`config.mk`:
```
export PLATFORM = sky130hd
export DESIGN_NAME = control_flat
export DESIGN_NICKNAME = d
export VERILOG_FILES = /design/src/rtl/control_pkg.sv /design/src/rtl/control_if.sv /design/src/rtl/control.sv /design/src/flat_wrapper.sv
export SDC_FILE = /design/constraint.sdc
export NUM_CORES = 1
export LEC_CHECK = 0
export BUFFER_PORTS_ARGS = -buffer_cell sky130_fd_sc_hd__buf_2
export CORE_MARGIN = 2
export CORE_UTILIZATION = 50
export DETAILED_ROUTE_END_ITERATION = 6
export PLACE_DENSITY = 0.83
export SYNTH_ARGS = -nofsm -noshare
export SYNTH_HDL_FRONTEND = slang
export SYNTH_SLANG_ARGS = --single-unit
```
`constraint.sdc`:
```
create_clock -name vclk -period 2.8
set_input_delay 0.56 -clock vclk [all_inputs]
set_output_delay 0.56 -clock vclk [all_outputs]
set_load 0.01 [all_outputs]
```
`src/rtl/control_pkg.sv`:
```
// -----------------------------------------------------------------------------
// control_pkg
//   Types shared by the ID-stage main decoder and its neighbours:
//     opcode_out_t  - pre-decoded instruction enum from the instruction decoder
//     comp_op_t     - branch comparator operation
//     reg_wr_src_t  - register-file write-back source
//     alu_src1_t    - ALU operand A select
//     alu_src2_t    - ALU operand B select
//     alu_op_t      - ALU operation
//     mem_op_t      - data-memory access width/sign
//     ctrl_t        - bundle of every control signal the decoder produces
//   The helper functions build a complete control word for each instruction
//   class on top of CTRL_DEFAULT, so each class is described exactly once.
// -----------------------------------------------------------------------------
package control_pkg;

  typedef enum logic [5:0] {
    OP_NOP,
    OP_LUI, OP_AUIPC, OP_JAL, OP_JALR,
    OP_BEQ, OP_BNE, OP_BLT, OP_BGE, OP_BLTU, OP_BGEU,
    OP_LB, OP_LH, OP_LW, OP_LBU, OP_LHU,
    OP_SB, OP_SH, OP_SW,
    OP_ADDI, OP_SLTI, OP_SLTIU, OP_XORI, OP_ORI, OP_ANDI,
    OP_SLLI, OP_SRLI, OP_SRAI,
    OP_ADD, OP_SUB, OP_SLL, OP_SLT, OP_SLTU, OP_XOR,
    OP_SRL, OP_SRA, OP_OR, OP_AND
  } opcode_out_t;

  typedef enum logic [2:0] {
    BR_NOP, BR_EQ, BR_NE, BR_LT, BR_GE, BR_LTU, BR_GEU
  } comp_op_t;

  typedef enum logic [1:0] {
    WRSRC_ALURES, WRSRC_MEMREAD, WRSRC_PC4
  } reg_wr_src_t;

  typedef enum logic {
    SRC1_REG1, SRC1_PC
  } alu_src1_t;

  typedef enum logic {
    SRC2_REG2, SRC2_IMM
  } alu_src2_t;

  typedef enum logic [3:0] {
    ALU_NOP, ALU_ADD, ALU_SUB, ALU_SLL, ALU_SLT, ALU_SLTU, ALU_XOR,
    ALU_SRL, ALU_SRA, ALU_OR, ALU_AND, ALU_LUI
  } alu_op_t;

  typedef enum logic [3:0] {
    MEM_NOP, MEM_LB, MEM_LH, MEM_LW, MEM_LBU, MEM_LHU, MEM_SB, MEM_SH, MEM_SW
  } mem_op_t;

  typedef struct packed {
    logic        reg_write;
    logic        mem_write;
    logic        mem_read;
    logic        branch;
    logic        jump;
    comp_op_t    comp;
    reg_wr_src_t wr_src;
    alu_src1_t   src1;
    alu_src2_t   src2;
    alu_op_t     alu;
    mem_op_t     mem;
  } ctrl_t;

  // Control word of a bubble: nothing written, nothing accessed, no redirect.
  localparam ctrl_t CTRL_DEFAULT = '{
    reg_write: 1'b0,
    mem_write: 1'b0,
    mem_read:  1'b0,
    branch:    1'b0,
    jump:      1'b0,
    comp:      BR_NOP,
    wr_src:    WRSRC_ALURES,
    src1:      SRC1_REG1,
    src2:      SRC2_REG2,
    alu:       ALU_NOP,
    mem:       MEM_NOP
  };

  // Register-register and register-immediate arithmetic; also LUI/AUIPC base.
  function automatic ctrl_t ctrl_alu(alu_op_t op, alu_src2_t src2);
    ctrl_t c;
    c           = CTRL_DEFAULT;
    c.reg_write = 1'b1;
    c.src2      = src2;
    c.alu       = op;
    return c;
  endfunction

  // Loads: address = rs1 + imm, result comes back from memory.
  function automatic ctrl_t ctrl_load(mem_op_t m);
    ctrl_t c;
    c           = CTRL_DEFAULT;
    c.reg_write = 1'b1;
    c.mem_read  = 1'b1;
    c.wr_src    = WRSRC_MEMREAD;
    c.src2      = SRC2_IMM;
    c.alu       = ALU_ADD;
    c.mem       = m;
    return c;
  endfunction

  // Stores: address = rs1 + imm, no register write-back.
  function automatic ctrl_t ctrl_store(mem_op_t m);
    ctrl_t c;
    c           = CTRL_DEFAULT;
    c.mem_write = 1'b1;
    c.src2      = SRC2_IMM;
    c.alu       = ALU_ADD;
    c.mem       = m;
    return c;
  endfunction

  // Branches: the ALU forms the target PC + imm while the comparator
  // evaluates rs1 against rs2.
  function automatic ctrl_t ctrl_branch(comp_op_t cmp);
    ctrl_t c;
    c        = CTRL_DEFAULT;
    c.branch = 1'b1;
    c.comp   = cmp;
    c.src1   = SRC1_PC;
    c.src2   = SRC2_IMM;
    c.alu    = ALU_ADD;
    return c;
  endfunction

  // JAL (base = PC) and JALR (base = rs1): link register receives PC+4.
  function automatic ctrl_t ctrl_jump(alu_src1_t base);
    ctrl_t c;
    c           = CTRL_DEFAULT;
    c.reg_write = 1'b1;
    c.jump      = 1'b1;
    c.wr_src    = WRSRC_PC4;
    c.src1      = base;
    c.src2      = SRC2_IMM;
    c.alu       = ALU_ADD;
    return c;
  endfunction

endpackage

```
`src/rtl/control_if.sv`:
```
// -----------------------------------------------------------------------------
// control_if
//   Decoder-facing bundle of the ID stage.
//     opcode_in          pre-decoded instruction (driven by the ID stage)
//     reg_do_write_ctrl  register-file write enable for rd
//     mem_do_write_ctrl  data-memory store enable
//     mem_do_read_ctrl   data-memory load enable
//     do_branch          conditional branch, taken when comp_ctrl holds
//     do_jump            unconditional jump (JAL/JALR)
//     comp_ctrl          branch comparator op
//     reg_wr_src_ctrl    rd write-back source
//     alu_src1_ctrl      ALU operand A select
//     alu_src2_ctrl      ALU operand B select
//     alu_ctrl           ALU operation
//     mem_ctrl           memory access width/sign
//   Modports:
//     master - the ID stage: drives opcode_in, consumes the control signals
//     slave  - the decoder: consumes opcode_in, drives the control signals
// -----------------------------------------------------------------------------
interface control_if;
  import control_pkg::*;

  opcode_out_t opcode_in;
  logic        reg_do_write_ctrl;
  logic        mem_do_write_ctrl;
  logic        mem_do_read_ctrl;
  logic        do_branch;
  logic        do_jump;
  comp_op_t    comp_ctrl;
  reg_wr_src_t reg_wr_src_ctrl;
  alu_src1_t   alu_src1_ctrl;
  alu_src2_t   alu_src2_ctrl;
  alu_op_t     alu_ctrl;
  mem_op_t     mem_ctrl;

  modport master (
    output opcode_in,
    input  reg_do_write_ctrl, mem_do_write_ctrl, mem_do_read_ctrl,
    input  do_branch, do_jump, comp_ctrl, reg_wr_src_ctrl,
    input  alu_src1_ctrl, alu_src2_ctrl, alu_ctrl, mem_ctrl
  );

  modport slave (
    input  opcode_in,
    output reg_do_write_ctrl, mem_do_write_ctrl, mem_do_read_ctrl,
    output do_branch, do_jump, comp_ctrl, reg_wr_src_ctrl,
    output alu_src1_ctrl, alu_src2_ctrl, alu_ctrl, mem_ctrl
  );

endinterface

```
`src/rtl/control.sv`:
```
// -----------------------------------------------------------------------------
// control
//   ID-stage main decoder of the 5-stage RV32I pipeline. Maps the pre-decoded
//   opcode to every datapath control signal. Purely combinational: outputs
//   follow opcode_in in the same cycle, regardless of rst_n. The ID/EX
//   pipeline register downstream captures them.
//   Ports:
//     clk    clock (present for interface uniformity, no state here)
//     rst_n  synchronous active-low reset (likewise unused: outputs are never
//            reset, a bubble is expressed by driving OP_NOP)
//     ctl    control_if.slave - opcode in, control signals out
// -----------------------------------------------------------------------------
module control
  import control_pkg::*;
(
  input  logic      clk,
  input  logic      rst_n,
  control_if.slave  ctl
);

  ctrl_t c;

  // clk/rst_n are intentionally not consumed by any logic.
  logic unused_clk_rst;
  assign unused_clk_rst = clk ^ rst_n;

  always_comb begin
    // NOTE: every field gets its default before the case, so any path that
    // does not override a field still assigns it and no latch is inferred.
    c = CTRL_DEFAULT;
    case (ctl.opcode_in)
      OP_LUI:   c = ctrl_alu(ALU_LUI, SRC2_IMM);
      OP_AUIPC: begin
        c      = ctrl_alu(ALU_ADD, SRC2_IMM);
        c.src1 = SRC1_PC;
      end
      OP_JAL:   c = ctrl_jump(SRC1_PC);
      OP_JALR:  c = ctrl_jump(SRC1_REG1);

      OP_BEQ:   c = ctrl_branch(BR_EQ);
      OP_BNE:   c = ctrl_branch(BR_NE);
      OP_BLT:   c = ctrl_branch(BR_LT);
      OP_BGE:   c = ctrl_branch(BR_GE);
      OP_BLTU:  c = ctrl_branch(BR_LTU);
      OP_BGEU:  c = ctrl_branch(BR_GEU);

      OP_LB:    c = ctrl_load(MEM_LB);
      OP_LH:    c = ctrl_load(MEM_LH);
      OP_LW:    c = ctrl_load(MEM_LW);
      OP_LBU:   c = ctrl_load(MEM_LBU);
      OP_LHU:   c = ctrl_load(MEM_LHU);

      OP_SB:    c = ctrl_store(MEM_SB);
      OP_SH:    c = ctrl_store(MEM_SH);
      OP_SW:    c = ctrl_store(MEM_SW);

      OP_ADDI:  c = ctrl_alu(ALU_ADD,  SRC2_IMM);
      OP_SLTI:  c = ctrl_alu(ALU_SLT,  SRC2_IMM);
      OP_SLTIU: c = ctrl_alu(ALU_SLTU, SRC2_IMM);
      OP_XORI:  c = ctrl_alu(ALU_XOR,  SRC2_IMM);
      OP_ORI:   c = ctrl_alu(ALU_OR,   SRC2_IMM);
      OP_ANDI:  c = ctrl_alu(ALU_AND,  SRC2_IMM);
      OP_SLLI:  c = ctrl_alu(ALU_SLL,  SRC2_IMM);
      OP_SRLI:  c = ctrl_alu(ALU_SRL,  SRC2_IMM);
      OP_SRAI:  c = ctrl_alu(ALU_SRA,  SRC2_IMM);

      OP_ADD:   c = ctrl_alu(ALU_ADD,  SRC2_REG2);
      OP_SUB:   c = ctrl_alu(ALU_SUB,  SRC2_REG2);
      OP_SLL:   c = ctrl_alu(ALU_SLL,  SRC2_REG2);
      OP_SLT:   c = ctrl_alu(ALU_SLT,  SRC2_REG2);
      OP_SLTU:  c = ctrl_alu(ALU_SLTU, SRC2_REG2);
      OP_XOR:   c = ctrl_alu(ALU_XOR,  SRC2_REG2);
      OP_SRL:   c = ctrl_alu(ALU_SRL,  SRC2_REG2);
      OP_SRA:   c = ctrl_alu(ALU_SRA,  SRC2_REG2);
      OP_OR:    c = ctrl_alu(ALU_OR,   SRC2_REG2);
      OP_AND:   c = ctrl_alu(ALU_AND,  SRC2_REG2);

      // OP_NOP and encodings beyond the enum keep the bubble word.
      default:  c = CTRL_DEFAULT;
    endcase
  end

  assign ctl.reg_do_write_ctrl = c.reg_write;
  assign ctl.mem_do_write_ctrl = c.mem_write;
  assign ctl.mem_do_read_ctrl  = c.mem_read;
  assign ctl.do_branch         = c.branch;
  assign ctl.do_jump           = c.jump;
  assign ctl.comp_ctrl         = c.comp;
  assign ctl.reg_wr_src_ctrl   = c.wr_src;
  assign ctl.alu_src1_ctrl     = c.src1;
  assign ctl.alu_src2_ctrl     = c.src2;
  assign ctl.alu_ctrl          = c.alu;
  assign ctl.mem_ctrl          = c.mem;

endmodule

```
`src/flat_wrapper.sv`:
```
// flat-port wrapper written by rule: the top's interface ports become plain ports
module control_flat import control_pkg::*;
  (clk, rst_n, ctl_opcode_in, ctl_reg_do_write_ctrl, ctl_mem_do_write_ctrl, ctl_mem_do_read_ctrl, ctl_do_branch, ctl_do_jump, ctl_comp_ctrl, ctl_reg_wr_src_ctrl, ctl_alu_src1_ctrl, ctl_alu_src2_ctrl, ctl_alu_ctrl, ctl_mem_ctrl);
  control_if ctl_i ();
  input  logic clk;
  input  logic rst_n;
  input wire logic [$bits(ctl_i.opcode_in)-1:0] ctl_opcode_in;
  output wire logic [$bits(ctl_i.reg_do_write_ctrl)-1:0] ctl_reg_do_write_ctrl;
  output wire logic [$bits(ctl_i.mem_do_write_ctrl)-1:0] ctl_mem_do_write_ctrl;
  output wire logic [$bits(ctl_i.mem_do_read_ctrl)-1:0] ctl_mem_do_read_ctrl;
  output wire logic [$bits(ctl_i.do_branch)-1:0] ctl_do_branch;
  output wire logic [$bits(ctl_i.do_jump)-1:0] ctl_do_jump;
  output wire logic [$bits(ctl_i.comp_ctrl)-1:0] ctl_comp_ctrl;
  output wire logic [$bits(ctl_i.reg_wr_src_ctrl)-1:0] ctl_reg_wr_src_ctrl;
  output wire logic [$bits(ctl_i.alu_src1_ctrl)-1:0] ctl_alu_src1_ctrl;
  output wire logic [$bits(ctl_i.alu_src2_ctrl)-1:0] ctl_alu_src2_ctrl;
  output wire logic [$bits(ctl_i.alu_ctrl)-1:0] ctl_alu_ctrl;
  output wire logic [$bits(ctl_i.mem_ctrl)-1:0] ctl_mem_ctrl;
  assign ctl_i.opcode_in = ctl_opcode_in;
  assign ctl_reg_do_write_ctrl = ctl_i.reg_do_write_ctrl;
  assign ctl_mem_do_write_ctrl = ctl_i.mem_do_write_ctrl;
  assign ctl_mem_do_read_ctrl = ctl_i.mem_do_read_ctrl;
  assign ctl_do_branch = ctl_i.do_branch;
  assign ctl_do_jump = ctl_i.do_jump;
  assign ctl_comp_ctrl = ctl_i.comp_ctrl;
  assign ctl_reg_wr_src_ctrl = ctl_i.reg_wr_src_ctrl;
  assign ctl_alu_src1_ctrl = ctl_i.alu_src1_ctrl;
  assign ctl_alu_src2_ctrl = ctl_i.alu_src2_ctrl;
  assign ctl_alu_ctrl = ctl_i.alu_ctrl;
  assign ctl_mem_ctrl = ctl_i.mem_ctrl;
  control u_core (.clk(clk), .rst_n(rst_n), .ctl(ctl_i));
endmodule
```
# After elaboration in Yosys (flattened, before gate mapping)
# Memory sizes are Yosys's and may differ from the RTL's.
# Index checks and enable logic that the tools add are counted.
[word_totals]
ff_bits = 0
word_cells = 1
in_bits = 8
rom_bits = 1280
output_inout_bits = 20
mem_count = 1
[memory_table]
columns = ["memory", "depth", "word_bits", "rd", "rd_clocked_by_memory_dff", "wr", "line_no", "text"]
rows = [
  ["(no name shown)", 64, 20, 1, 0, 0, "control.sv:31", "case (ctl.opcode_in)"],
]

# Logic depth before layout (Yosys ltp)
# An unclocked memory read counts as a cell.
[depth]
word_depth = 1
mapped_depth = 6
mapped_depth_nobuf = 5

# Worst setup path after synthesis
# OpenSTA, ideal clock, no wires.
[synth_path]
kind = "input to output"
from = "input ctl_opcode_in[5]"
to = "output ctl_reg_wr_src_ctrl[1]"
path_stages = 5
path_slack_ns = 0.539
n_path_buf = 4
arrival_time_ns = 1.701
cell_sequence = "buf_4 -> buf_6 -> buf_2 -> nor4_1 -> buf_4"
[synth_between]
elab_chain_len = 1
[synth_rtl]
columns = ["item", "line_no", "text"]
rows = [
  ["start, declared", "flat_wrapper.sv:7", "input wire logic [$bits(ctl_i.opcode_in)-1:0] ctl_opcode_in;"],
  ["memory read (64 x 20 bit)", "--", ""],
  ["end, declared", "flat_wrapper.sv:14", "output wire logic [$bits(ctl_i.reg_wr_src_ctrl)-1:0] ctl_reg_wr_src_ctrl;"],
]
# Every way passes these cells.

# Worst setup path in the final report
[layout_path]
from = "input ctl_opcode_in[1]"
to = "output ctl_alu_ctrl[0]"
[layout_between]
elab_chain_len = 1
[layout_rtl]
columns = ["item", "line_no", "text"]
rows = [
  ["memory read (64 x 20 bit)", "--", ""],
  ["end, declared", "flat_wrapper.sv:17", "output wire logic [$bits(ctl_i.alu_ctrl)-1:0] ctl_alu_ctrl;"],
]
# Every way passes these cells.

==> impl_metrics.toml <==
[status]
run_status = "complete, no violations"

[yosys]
synth.area.top_cells = "ha_1 (11%), buf_6 (6.6%), nor2b_1 (6.4%)"
synth-seq-area-share_pct = 0
synth_top_area_share_pct = 11.0
syn_nets = 105
synth_top_area_cell = "ha_1"
yosysMostFrequentCell = "nor2_1"
ys_warn_count = 0
synth_area_um2 = 681
synthDistinctLibCells = 38
synth_area_per_cell_um2 = 7.48
netlist_instances = 91
synth_commonest_cells = "nor2_1 (8), nor2b_1 (7), ha_1 (6)"

[sta]
finalSetupTns_ns = 0
fmax_ghz = 0.391
slew_violations = 0
setup_ws_ns = 0.245
hold_viol_final = 0
setup_viol = 0
rsz0062_at_grt = "no"
max_slew_margin_pct = 69.3
period_needed_ns = 2.55
worst_pin_slew_ns = 0.460
finalCritPeriodShare_pct = 91.2

[grt]
grt.overflow.total = 0
grt_usage_pct = 19.6
grt_max_degree = 27
first_global_vias = 532
antenna_found_initial = 0
grt_pass1_wl_um = 2340

[layout]
multiInputGateArea_um2 = 574
diodes = 0
nClkBuffers = 0
seq_cells = 0
syn_to_final_growth_pct = 7.90
nFillCells = 122
nNetsFinal = 121
seqCellArea_um2 = 0
final_layout_size_suffix_gt1_share_pct = 32.4

[critical_path]
cp-end-kind = "primary output"
cp_slowest_stage_delay_ns = 0.33
path_depth = 7
cp_top_family = "compound AO/OA/AOI/OAI gates"
cp.required_ns = 2.24
cp-startpoint = "ctl_opcode_in[1]"
start_kind = "input pin"
cp_slowest_cell = "ha_1"
cpMostUsedCell = "buf_2"
critical_path_buf_inv_count = 3
cp.arrival_ns = 1.99
endpoint = "ctl_alu_ctrl[0]"
path_class = "input pin to primary output"
crit_fanout = 10
path_cells = "buf_2, inv_1, ha_1, nor2_1, a22o_1, a222oi_1, buf_2"

[power_and_ir_drop]
clockPowerShare_pct = 0
internal-power_uw = 43.0
leakagePower_uw = 0.000368
p_per_area_nw_per_um2 = 142
switchingPower_uw = 61.5
switching_share_pct = 58.9
irDropWorstVdd_mv = 0.117
p_comb_share_pct = 100.0
pwr-share-seq_pct = 0

[run]
drv_cap = 0

[floorplanning]
rows = 13
initial_utilization_pct = 53.0
die_width_um = 40.9
io_pins = 28
die_area_um2 = 1670
die_h_um = 40.9
coreArea_um2 = 1280

[detailed_routing]
drc = 0
via_count = 725
vias_per_cell = 6.04
antenna_left = 0
drt_wl_total_um = 1590
wl_per_cell_um = 13.3
firstDrtPassIters = 4
drtIter0Drc = 18

[placed_design]
dp_slack_ns = 0.293
io_buffers = 26
routabilityCongestion = 0.822
dpl.hpwl_um = 1100

[clock_network]
cts_resized = 0
ctsHoldBuffers = 0
post-cts-setup-buffers = 0

[hold_path]
hold_path_class = "input pin to primary output"
==> routing by layer <==
layer	wire (µm)	vias to the layer above	GRT usage [%]
li1	-	363	-
met1	698	337	26.6
met2	819	25	34.8
met3	73	0	0.543
met4	0	0	2.50
met5	0	-	0
==> kinds of logic after synthesis <==
kind of cell | count (synthesis) | synth area share [%]
xor gates and xnor gates | 2 | 2.57
adders and majority gates | 6 | 11.0
AOI/OAI and AO/OA | 24 | 25.9
buffers and inverters | 15 | 15.6
muxes | 5 | 7.54
and+or+nand+nor | 39 | 37.3
==> placed cells by master, fill, tap and decap left out, drive strengths merged, types with 2 or more instances in the layout <==
| master | instances |
|---|---|
| nor2b | 8 |
| a21oi | 3 |
| nand2 | 5 |
| nor3 | 3 |
| xnor2 | 2 |
| and3b | 2 |
| mux2i | 4 |
| nor4 | 2 |
| ha | 6 |
| inv | 3 |
| a211oi | 3 |
| buf | 26 |
| nor2 | 8 |
| nand3 | 2 |
| and4b | 2 |
| nand2b | 2 |
| a22o | 2 |
| o21ai | 7 |
==> stage by stage <==
stage	std cells	power, µW	hold slack [ns]	utilization, %	cell area, µm²
finish	120	104	1.51	57.2	734
global route	120	116	1.54	57.2	734
CTS	120	104	1.51	57.2	734
detailed placement	120	103	1.51	57.2	734
global placement	120	101	1.50	57.2	734
floorplan	91	84.0	1.15	-	681
==> how the worst min path moves through the flow <==
stage / endpoint / depth (start not counted) / slack [ns] / start
finish: ctl_mem_ctrl[1] / 3 / 1.51 / ctl_opcode_in[1]
global route: ctl_mem_ctrl[1] / 3 / 1.54 / ctl_opcode_in[1]
CTS: ctl_mem_ctrl[1] / 3 / 1.51 / ctl_opcode_in[1]
detailed placement: ctl_mem_ctrl[1] / 3 / 1.51 / ctl_opcode_in[1]
global placement: ctl_mem_ctrl[1] / 3 / 1.50 / ctl_opcode_in[1]
floorplan: ctl_mem_ctrl[1] / 1 / 1.15 / ctl_opcode_in[1]
==> area by class of cell <==
cell class / instances / share of cell area, %
multi-input combinational: 76 / 78.2
timing repair buffer: 26 / 17.7
tap: 15 / 2.56
inverter: 3 / 1.53
==> power by group through the flow <==
stage | Combinational (µW) | Sequential, µW | Clock, µW
floorplan | 84.0 | 0 | 0
detailed placement | 103 | 0 | 0
global placement | 101 | 0 | 0
global route | 116 | 0 | 0
CTS | 104 | 0 | 0
finish | 104 | 0 | 0
Power figures use the tool's default switching activity.
